[src/rtl/ram_scan_reader.sv]
`default_nettype none
// ============================================================================
// Module      : ram_scan_reader
// Description : Walks an address range of a synchronous-read RAM and streams
//               each (address, word) pair out on a valid/ready interface.
// Revision    : 1.0 - initial release
// ============================================================================
module ram_scan_reader #(
  parameter int ADDR_WIDTH   = 5,
  parameter int DATA_WIDTH   = 3,
  parameter int DWELL_CYCLES = 4
) (
  input  logic                  clock,
  input  logic                  reset_n,
  input  logic                  start,
  input  logic                  continuous,
  input  logic                  stop,
  input  logic [ADDR_WIDTH-1:0] start_addr,
  input  logic [ADDR_WIDTH-1:0] end_addr,
  output logic [ADDR_WIDTH-1:0] ram_address,
  output logic                  ram_wren,
  input  logic [DATA_WIDTH-1:0] ram_q,
  output logic [ADDR_WIDTH-1:0] out_addr,
  output logic [DATA_WIDTH-1:0] out_data,
  output logic                  out_valid,
  input  logic                  out_ready,
  output logic                  busy,
  output logic                  done
);

  localparam int CNT_W = (DWELL_CYCLES > 1) ? $clog2(DWELL_CYCLES + 1) : 1;
  localparam logic [CNT_W-1:0] c_dwell_last =
    CNT_W'((DWELL_CYCLES > 0) ? DWELL_CYCLES - 1 : 0);
  localparam bit c_has_dwell = (DWELL_CYCLES > 0);

  typedef enum logic [2:0] {
    S_IDLE    = 3'd0,
    S_ISSUE   = 3'd1,
    S_CAPTURE = 3'd2,
    S_PRESENT = 3'd3,
    S_DWELL   = 3'd4
  } state_t;

  state_t                r_state;
  state_t                w_next_state;

  logic [ADDR_WIDTH-1:0] r_cur_addr;
  logic [ADDR_WIDTH-1:0] r_start_addr;
  logic [ADDR_WIDTH-1:0] r_end_addr;
  logic                  r_continuous;
  logic                  r_stop_pending;
  logic [CNT_W-1:0]      r_dwell_cnt;
  logic [ADDR_WIDTH-1:0] r_ram_address;
  logic [ADDR_WIDTH-1:0] r_out_addr;
  logic [DATA_WIDTH-1:0] r_out_data;
  logic                  r_out_valid;
  logic                  r_done;

  logic                  w_load;
  logic                  w_capture;
  logic                  w_handshake;
  logic                  w_advance;
  logic                  w_to_issue;
  logic                  w_finish;
  logic [ADDR_WIDTH-1:0] w_next_addr;

  // State register
  always_ff @(posedge clock or negedge reset_n) begin
    if (!reset_n) begin
      r_state <= S_IDLE;
    end else begin
      r_state <= w_next_state;
    end
  end

  // Next-state and control decode
  always_comb begin
    w_next_state = r_state;
    w_load       = 1'b0;
    w_capture    = 1'b0;
    w_handshake  = 1'b0;
    w_advance    = 1'b0;
    w_to_issue   = 1'b0;
    w_finish     = 1'b0;
    w_next_addr  = r_cur_addr;

    case (r_state)
      S_IDLE: begin
        if (start) begin
          w_load       = 1'b1;
          w_next_state = S_ISSUE;
        end
      end
      S_ISSUE: begin
        w_next_state = S_CAPTURE;
      end
      S_CAPTURE: begin
        w_capture    = 1'b1;
        w_next_state = S_PRESENT;
      end
      S_PRESENT: begin
        if (out_ready) begin
          w_handshake = 1'b1;
          if (c_has_dwell) begin
            w_next_state = S_DWELL;
          end else begin
            w_advance = 1'b1;
          end
        end
      end
      S_DWELL: begin
        if (r_dwell_cnt == c_dwell_last) begin
          w_advance = 1'b1;
        end
      end
      default: begin
        w_next_state = S_IDLE;
      end
    endcase

    // A pending stop wins over both the range step and the continuous wrap.
    if (w_advance) begin
      if (r_stop_pending) begin
        w_finish     = 1'b1;
        w_next_state = S_IDLE;
      end else if (r_cur_addr != r_end_addr) begin
        w_to_issue   = 1'b1;
        w_next_addr  = r_cur_addr + 1'b1;
        w_next_state = S_ISSUE;
      end else if (r_continuous) begin
        w_to_issue   = 1'b1;
        w_next_addr  = r_start_addr;
        w_next_state = S_ISSUE;
      end else begin
        w_finish     = 1'b1;
        w_next_state = S_IDLE;
      end
    end
  end

  // Scan range, address and stop bookkeeping
  always_ff @(posedge clock or negedge reset_n) begin
    if (!reset_n) begin
      r_cur_addr     <= '0;
      r_start_addr   <= '0;
      r_end_addr     <= '0;
      r_continuous   <= 1'b0;
      r_ram_address  <= '0;
      r_stop_pending <= 1'b0;
      r_done         <= 1'b0;
    end else begin
      r_done <= w_finish;

      if (w_load) begin
        r_start_addr  <= start_addr;
        r_end_addr    <= end_addr;
        r_continuous  <= continuous;
        r_cur_addr    <= start_addr;
        r_ram_address <= start_addr;
      end else if (w_to_issue) begin
        r_cur_addr    <= w_next_addr;
        r_ram_address <= w_next_addr;
      end

      if (w_load) begin
        r_stop_pending <= 1'b0;
      end else if ((r_state != S_IDLE) && stop) begin
        r_stop_pending <= 1'b1;
      end
    end
  end

  // Output stream register and dwell counter
  always_ff @(posedge clock or negedge reset_n) begin
    if (!reset_n) begin
      r_out_addr  <= '0;
      r_out_data  <= '0;
      r_out_valid <= 1'b0;
      r_dwell_cnt <= '0;
    end else begin
      if (w_capture) begin
        r_out_data  <= ram_q;
        r_out_addr  <= r_cur_addr;
        r_out_valid <= 1'b1;
      end else if (w_handshake) begin
        r_out_valid <= 1'b0;
      end

      if (w_handshake || w_advance) begin
        r_dwell_cnt <= '0;
      end else if (r_state == S_DWELL) begin
        r_dwell_cnt <= r_dwell_cnt + 1'b1;
      end
    end
  end

  assign ram_address = r_ram_address;
  assign ram_wren    = 1'b0;
  assign out_addr    = r_out_addr;
  assign out_data    = r_out_data;
  assign out_valid   = r_out_valid;
  assign busy        = (r_state != S_IDLE);
  assign done        = r_done;

endmodule
`default_nettype wire

[config.mk]
export PLATFORM = sky130hd
export DESIGN_NAME = ram_scan_reader
export DESIGN_NICKNAME = d
export VERILOG_FILES = /design/src/rtl/ram_scan_reader.sv
export SDC_FILE = /design/constraint.sdc
export NUM_CORES = 1
export LEC_CHECK = 0
export BUFFER_PORTS_ARGS = -buffer_cell sky130_fd_sc_hd__buf_2
export CAP_MARGIN = 10
export CORE_MARGIN = 2
export CORE_UTILIZATION = 52
export CTS_BUF_LIST = sky130_fd_sc_hd__clkbuf_16
export DETAILED_ROUTE_END_ITERATION = 16
export HOLD_SLACK_MARGIN = 0.15
export PLACE_DENSITY = 0.84
export SLEW_MARGIN = 40
export SYNTH_ARGS = -nofsm -noshare
export SYNTH_HDL_FRONTEND = slang
export SYNTH_SLANG_ARGS = --single-unit
[constraint.sdc]
create_clock -name clock -period 2.38 [get_ports clock]
set_input_delay 0.119 -clock clock [delete_from_list [all_inputs] [get_ports clock]]
set_output_delay 0.119 -clock clock [all_outputs]
set_load 0.005 [all_outputs]
# Word-level counts from Yosys, hierarchy flattened
# Index checks and enable logic that the tools add are counted.
[totals]
regBits = 33
inputBits = 19
output_inout_bits = 17
elab_cells = 69
[op_classes]
n_addsub = 2
n_eq_ne = 12
n_mux = 34
n_reduce_logical = 10
[op_table]
columns = ["cell", "count"]
rows = [
  ["$mux 5", 6],
  ["$mux 1", 22],
  ["$mux 3", 5],
  ["$pmux 3 s5", 1],
  ["$ne 3x3->1 const B", 4],
  ["$eq 3x2->1 const B", 3],
  ["$reduce_bool 2->1", 4],
  ["$add 5x1->5 const B", 1],
  ["$ne 5x5->1", 1],
  ["$ne 4x3->1 const B", 1],
  ["$reduce_and 4->1", 1],
  ["$add 3x1->3 const B", 1],
  ["$eq 3x1->1 const B", 1],
  ["$eq 3x3->1 const B", 1],
  ["$logic_not 3->1", 1],
  ["$reduce_and 3->1", 1],
  ["$reduce_bool 3->1", 1],
  ["$ne 2x2->1 const B", 1],
  ["$logic_and 1x1->1", 1],
  ["$logic_or 1x1->1", 1],
]

# Logic depth before layout (Yosys ltp)
[depth]
word_depth = 6
mapped_depth = 6
depth_no_buf = 6

# Least setup slack after synthesis
# OpenSTA, ideal clock, no wires.
[synth_timing]
path_kind = "flip-flop to flip-flop"
startpoint = "reg, netlist name ram_address[0]"
endpoint = "reg r_ram_address[1], in the netlist ram_address[1]"
setup_time_ps = 126
t_arrival_ps = 1681
required_time_ps = 2254
setup_slack_ps = 573
path_stages_with_launch = 7
path_buffers = 0
period_less_slack_ps = 1807
cell_sequence = "dfrtp_1 -> nor2b_1 -> a2111oi_4 -> nand3_2 -> mux2_1 -> nor4_1 -> nor2_1"
[synth_rtl]
columns = ["element", "line_no", "source"]
rows = [
  ["end signal, assigned", "159", "r_ram_address <= start_addr;"],
  ["end signal, assigned", "162", "r_ram_address <= w_next_addr;"],
  ["end, declared", "53", "logic [ADDR_WIDTH-1:0] r_ram_address;"],
]

==> results.sh <==
export IMPL_start_kind="flip-flop"
export IMPL_r2r_cells=6
export IMPL_io_pins=36
export IMPL_clockRootBuffer="clkbuf_16"
export IMPL_slew_violations=0
export IMPL_hold_viol=0
export IMPL_endpoint_kind="flip-flop"
export IMPL_firstDrtPassIters=10
export IMPL_ys_ff_latch=33
export IMPL_drc=3
export IMPL_whs_ns=0.175
export IMPL_cts_sinks=33
export IMPL_whs_path_depth=3
export IMPL_outcome="finished, violations left"
export IMPL_finalCriticalPeriod_ns=2.04
export IMPL_critPathMaxFanout=10
export IMPL_pwr_share_seq=0.393
export IMPL_worstPathArrival_ns=2.20
export IMPL_rr_startpoint="ram_address[2]"
export IMPL_comb_power_share=0.388
export IMPL_floorplan_die_width_um=58.8
export IMPL_synthCells=154
export IMPL_cts_tree="done"
export IMPL_grt_pass1_vias=1320
export IMPL_hpwl_mm=2.28
export IMPL_multi_input_area_um2=704
export IMPL_p_int_w=0.00175
export IMPL_grt_usage=0.230
export IMPL_seqCellArea_um2=826
export IMPL_cp_startpoint="ram_address[2]"
export IMPL_ys_types=36
export IMPL_htreeDepth=2
export IMPL_async_flop_share=1.00
export IMPL_setup_viol_count_final=0
export IMPL_p_leak_nw=1.00
export IMPL_ys_seq_area_frac=0.528
export IMPL_p_per_area_nw_per_um2=1300
export IMPL_synth_edf_count=0
export IMPL_num_rows=19
export IMPL_switching_share=0.358
export IMPL_syn_num_nets=176
export IMPL_vdd_drop_max_mv=0.690
export IMPL_hold_path_class="input port to flip-flop"
export IMPL_antenna_cells=0
export IMPL_hold_end="r_state[2]"
export IMPL_cap_violations=0
export IMPL_grt_pass1_wl_mm=5.87
export IMPL_drtIter0Drc=71
export IMPL_insertion_delay_ns=0.28
export IMPL_nets=232
export IMPL_cts_buffers=5
export IMPL_r2r_end="ram_address[3]"
export IMPL_ys_warn_count=0
export IMPL_finalSetupTns_ns=0
export IMPL_nFillCells=191
export IMPL_clkTransAtPathRegs_ns=0.05
export IMPL_post_cts_buffers=0
export IMPL_antenna_found_initial=0
export IMPL_finClkSkew_ns=0.00357
export IMPL_path_class="flip-flop to flip-flop"
export IMPL_synth_avg_cell_area_um2=10.2
export IMPL_rsz0062_at_grt="false"
export IMPL_core_um2=2810
export IMPL_hold_buffers=16
export IMPL_r2r_setup_slack_ns=0.34
export IMPL_pwr_share_clk=0.219
export IMPL_min_period_over_period=0.856
export IMPL_initial_core_util=0.558
export IMPL_fp_dieArea_um2=3460
export IMPL_power_switching_w=0.000977
export IMPL_chipHeight_um=58.8
export IMPL_synth_ff_type="dfrtp_1"
export IMPL_routed_via_density=5.52
export IMPL_post_drt_wl_per_cell_um=15.0
export IMPL_gr_total_overflow=0
export IMPL_io_buffers=34
export IMPL_place_congestion=0.847
export IMPL_cts_resized=0
export IMPL_vias=1335
export IMPL_ant_nets=0
export IMPL_hp_start="out_ready"
export IMPL_clock_path_buffers=2
export IMPL_failed_checks="DRC"
export IMPL_synthesis_area_um2=1560
export IMPL_grt_max_degree=34
export IMPL_max_freq_mhz=491
export IMPL_area_delta_synth_final_pct=34.0
export IMPL_routed_wl_mm=3.62
export IMPL_drive_gt1_frac=0.270
export IMPL_worstPathRequired_ns=2.54
-- synthesized netlist by cell type (2+ instances only) --
cell type | number | area [um^2]
clkbuf_1 | 3 | 11.3
dfrtp_1 | 33 | 826
ha_1 | 3 | 37.5
inv_1 | 3 | 11.3
and3_1 | 4 | 25.0
xnor2_1 | 3 | 26.3
a21oi_1 | 6 | 30.0
nand2_1 | 37 | 139
mux2_2 | 8 | 90.1
nor2b_1 | 5 | 31.3
nor3_1 | 5 | 25.0
o32a_1 | 2 | 20.0
nor2_1 | 13 | 48.8
nand3_1 | 5 | 25.0
nand2b_1 | 3 | 18.8
-- registers in the layout (all words and copies together), names as in the netlist, 3 cells and up --
name	flops
out_addr	5
r_start_addr	5
ram_address	5
r_state	3
out_data	3
r_end_addr	5
r_dwell_cnt	3
-- through the flow --
step,setup slack [ns],cells,instance area [um^2],power [W],utilization
final,0.342,242,2100,0.00273,0.747
after global routing,0.287,242,2100,0.00291,0.747
after CTS,0.355,241,2070,0.00273,0.737
after detailed placement,0.356,217,1770,0.00209,0.631
after global placement,0.513,217,1770,0.00203,0.631
after floorplan,0.573,154,1560,0.00174,-
-- worst max path at each step --
stage / to / slack, ns / depth (start not counted)
CTS: ram_address[3] / 0.35 / 6
detailed placement: ram_address[3] / 0.36 / 6
global route: ram_address[3] / 0.29 / 6
global placement: ram_address[1] / 0.51 / 6
finish: ram_address[3] / 0.34 / 6
floorplan: ram_address[1] / 0.57 / 6
-- cells in the final DEF (no fill, tap or decap), drive strengths merged --
cell	count
nand2	37
buf	37
dfrtp	33
dlygate4sd3	16
nor2	13
mux2	9
a21oi	6
nand3	6
nor3	5
nor2b	5
clkbuf	5
inv	5
and3	4
nand2b	3
xnor2	3
ha	3
o32a	2
clkinv	2
o2111a	1
a2111oi	1
and4b	1
o31ai	1
and2	1
xor2	1
o2111ai	1
o21a	1
nor4	1
o22ai	1
nand4	1
o211a	1
o32ai	1
a21o	1
nor3b	1
o21ai	1
conb	1
-- layout make-up --
| class | instances | share of cell area |
|---|---|---|
| multi-input combinational | 113 | 0.336 |
| timing repair buffer | 53 | 0.178 |
| inverter | 4 | 0.00716 |
| clock buffer | 5 | 0.0597 |
| sequential | 33 | 0.394 |
| tap | 31 | 0.0185 |
| clock inverter | 3 | 0.00657 |
-- power by group through the flow --
stage / Combinational, W / Sequential, W / Clock [W]
final: 0.00106 / 0.00107 / 0.000599
after global routing: 0.00117 / 0.00111 / 0.000631
after detailed placement: 0.00103 / 0.00107 / 0
after floorplan: 0.000716 / 0.00103 / 0
after CTS: 0.00105 / 0.00107 / 0.000614
after global placement: 0.000984 / 0.00105 / 0
-- metal layers --
layer,share of wire,vias to the layer above,track usage
met5,0,-,0
met4,0.020,0,0.0974
met3,0.063,12,0.0835
met2,0.51,51,0.389
met1,0.41,636,0.261
li1,-,636,-
-- worst max-delay path: stages (launching register included) --
cell	delay, ns
dfrtp_1	0.47
inv_2	0.09
o2111a_1	0.27
and4b_4	0.21
o31ai_4	0.45
nand2_1	0.12
o32a_1	0.31
-- cells by family (layout without fill, tap and decap cells) --
group,count (synthesis),in the layout,share of synthesized area
adders and majority gates,3,3,0.0240
other,1,1,0.00240
AOI/OAI and AO/OA,18,18,0.105
xor gates and xnor gates,4,4,0.0224
muxes,9,9,0.0648
DFF,33,33,0.528
buffers and inverters,8,65,0.0216
and+or+nand+nor,78,78,0.232
Note: power is estimated with default switching activity, not from simulation.
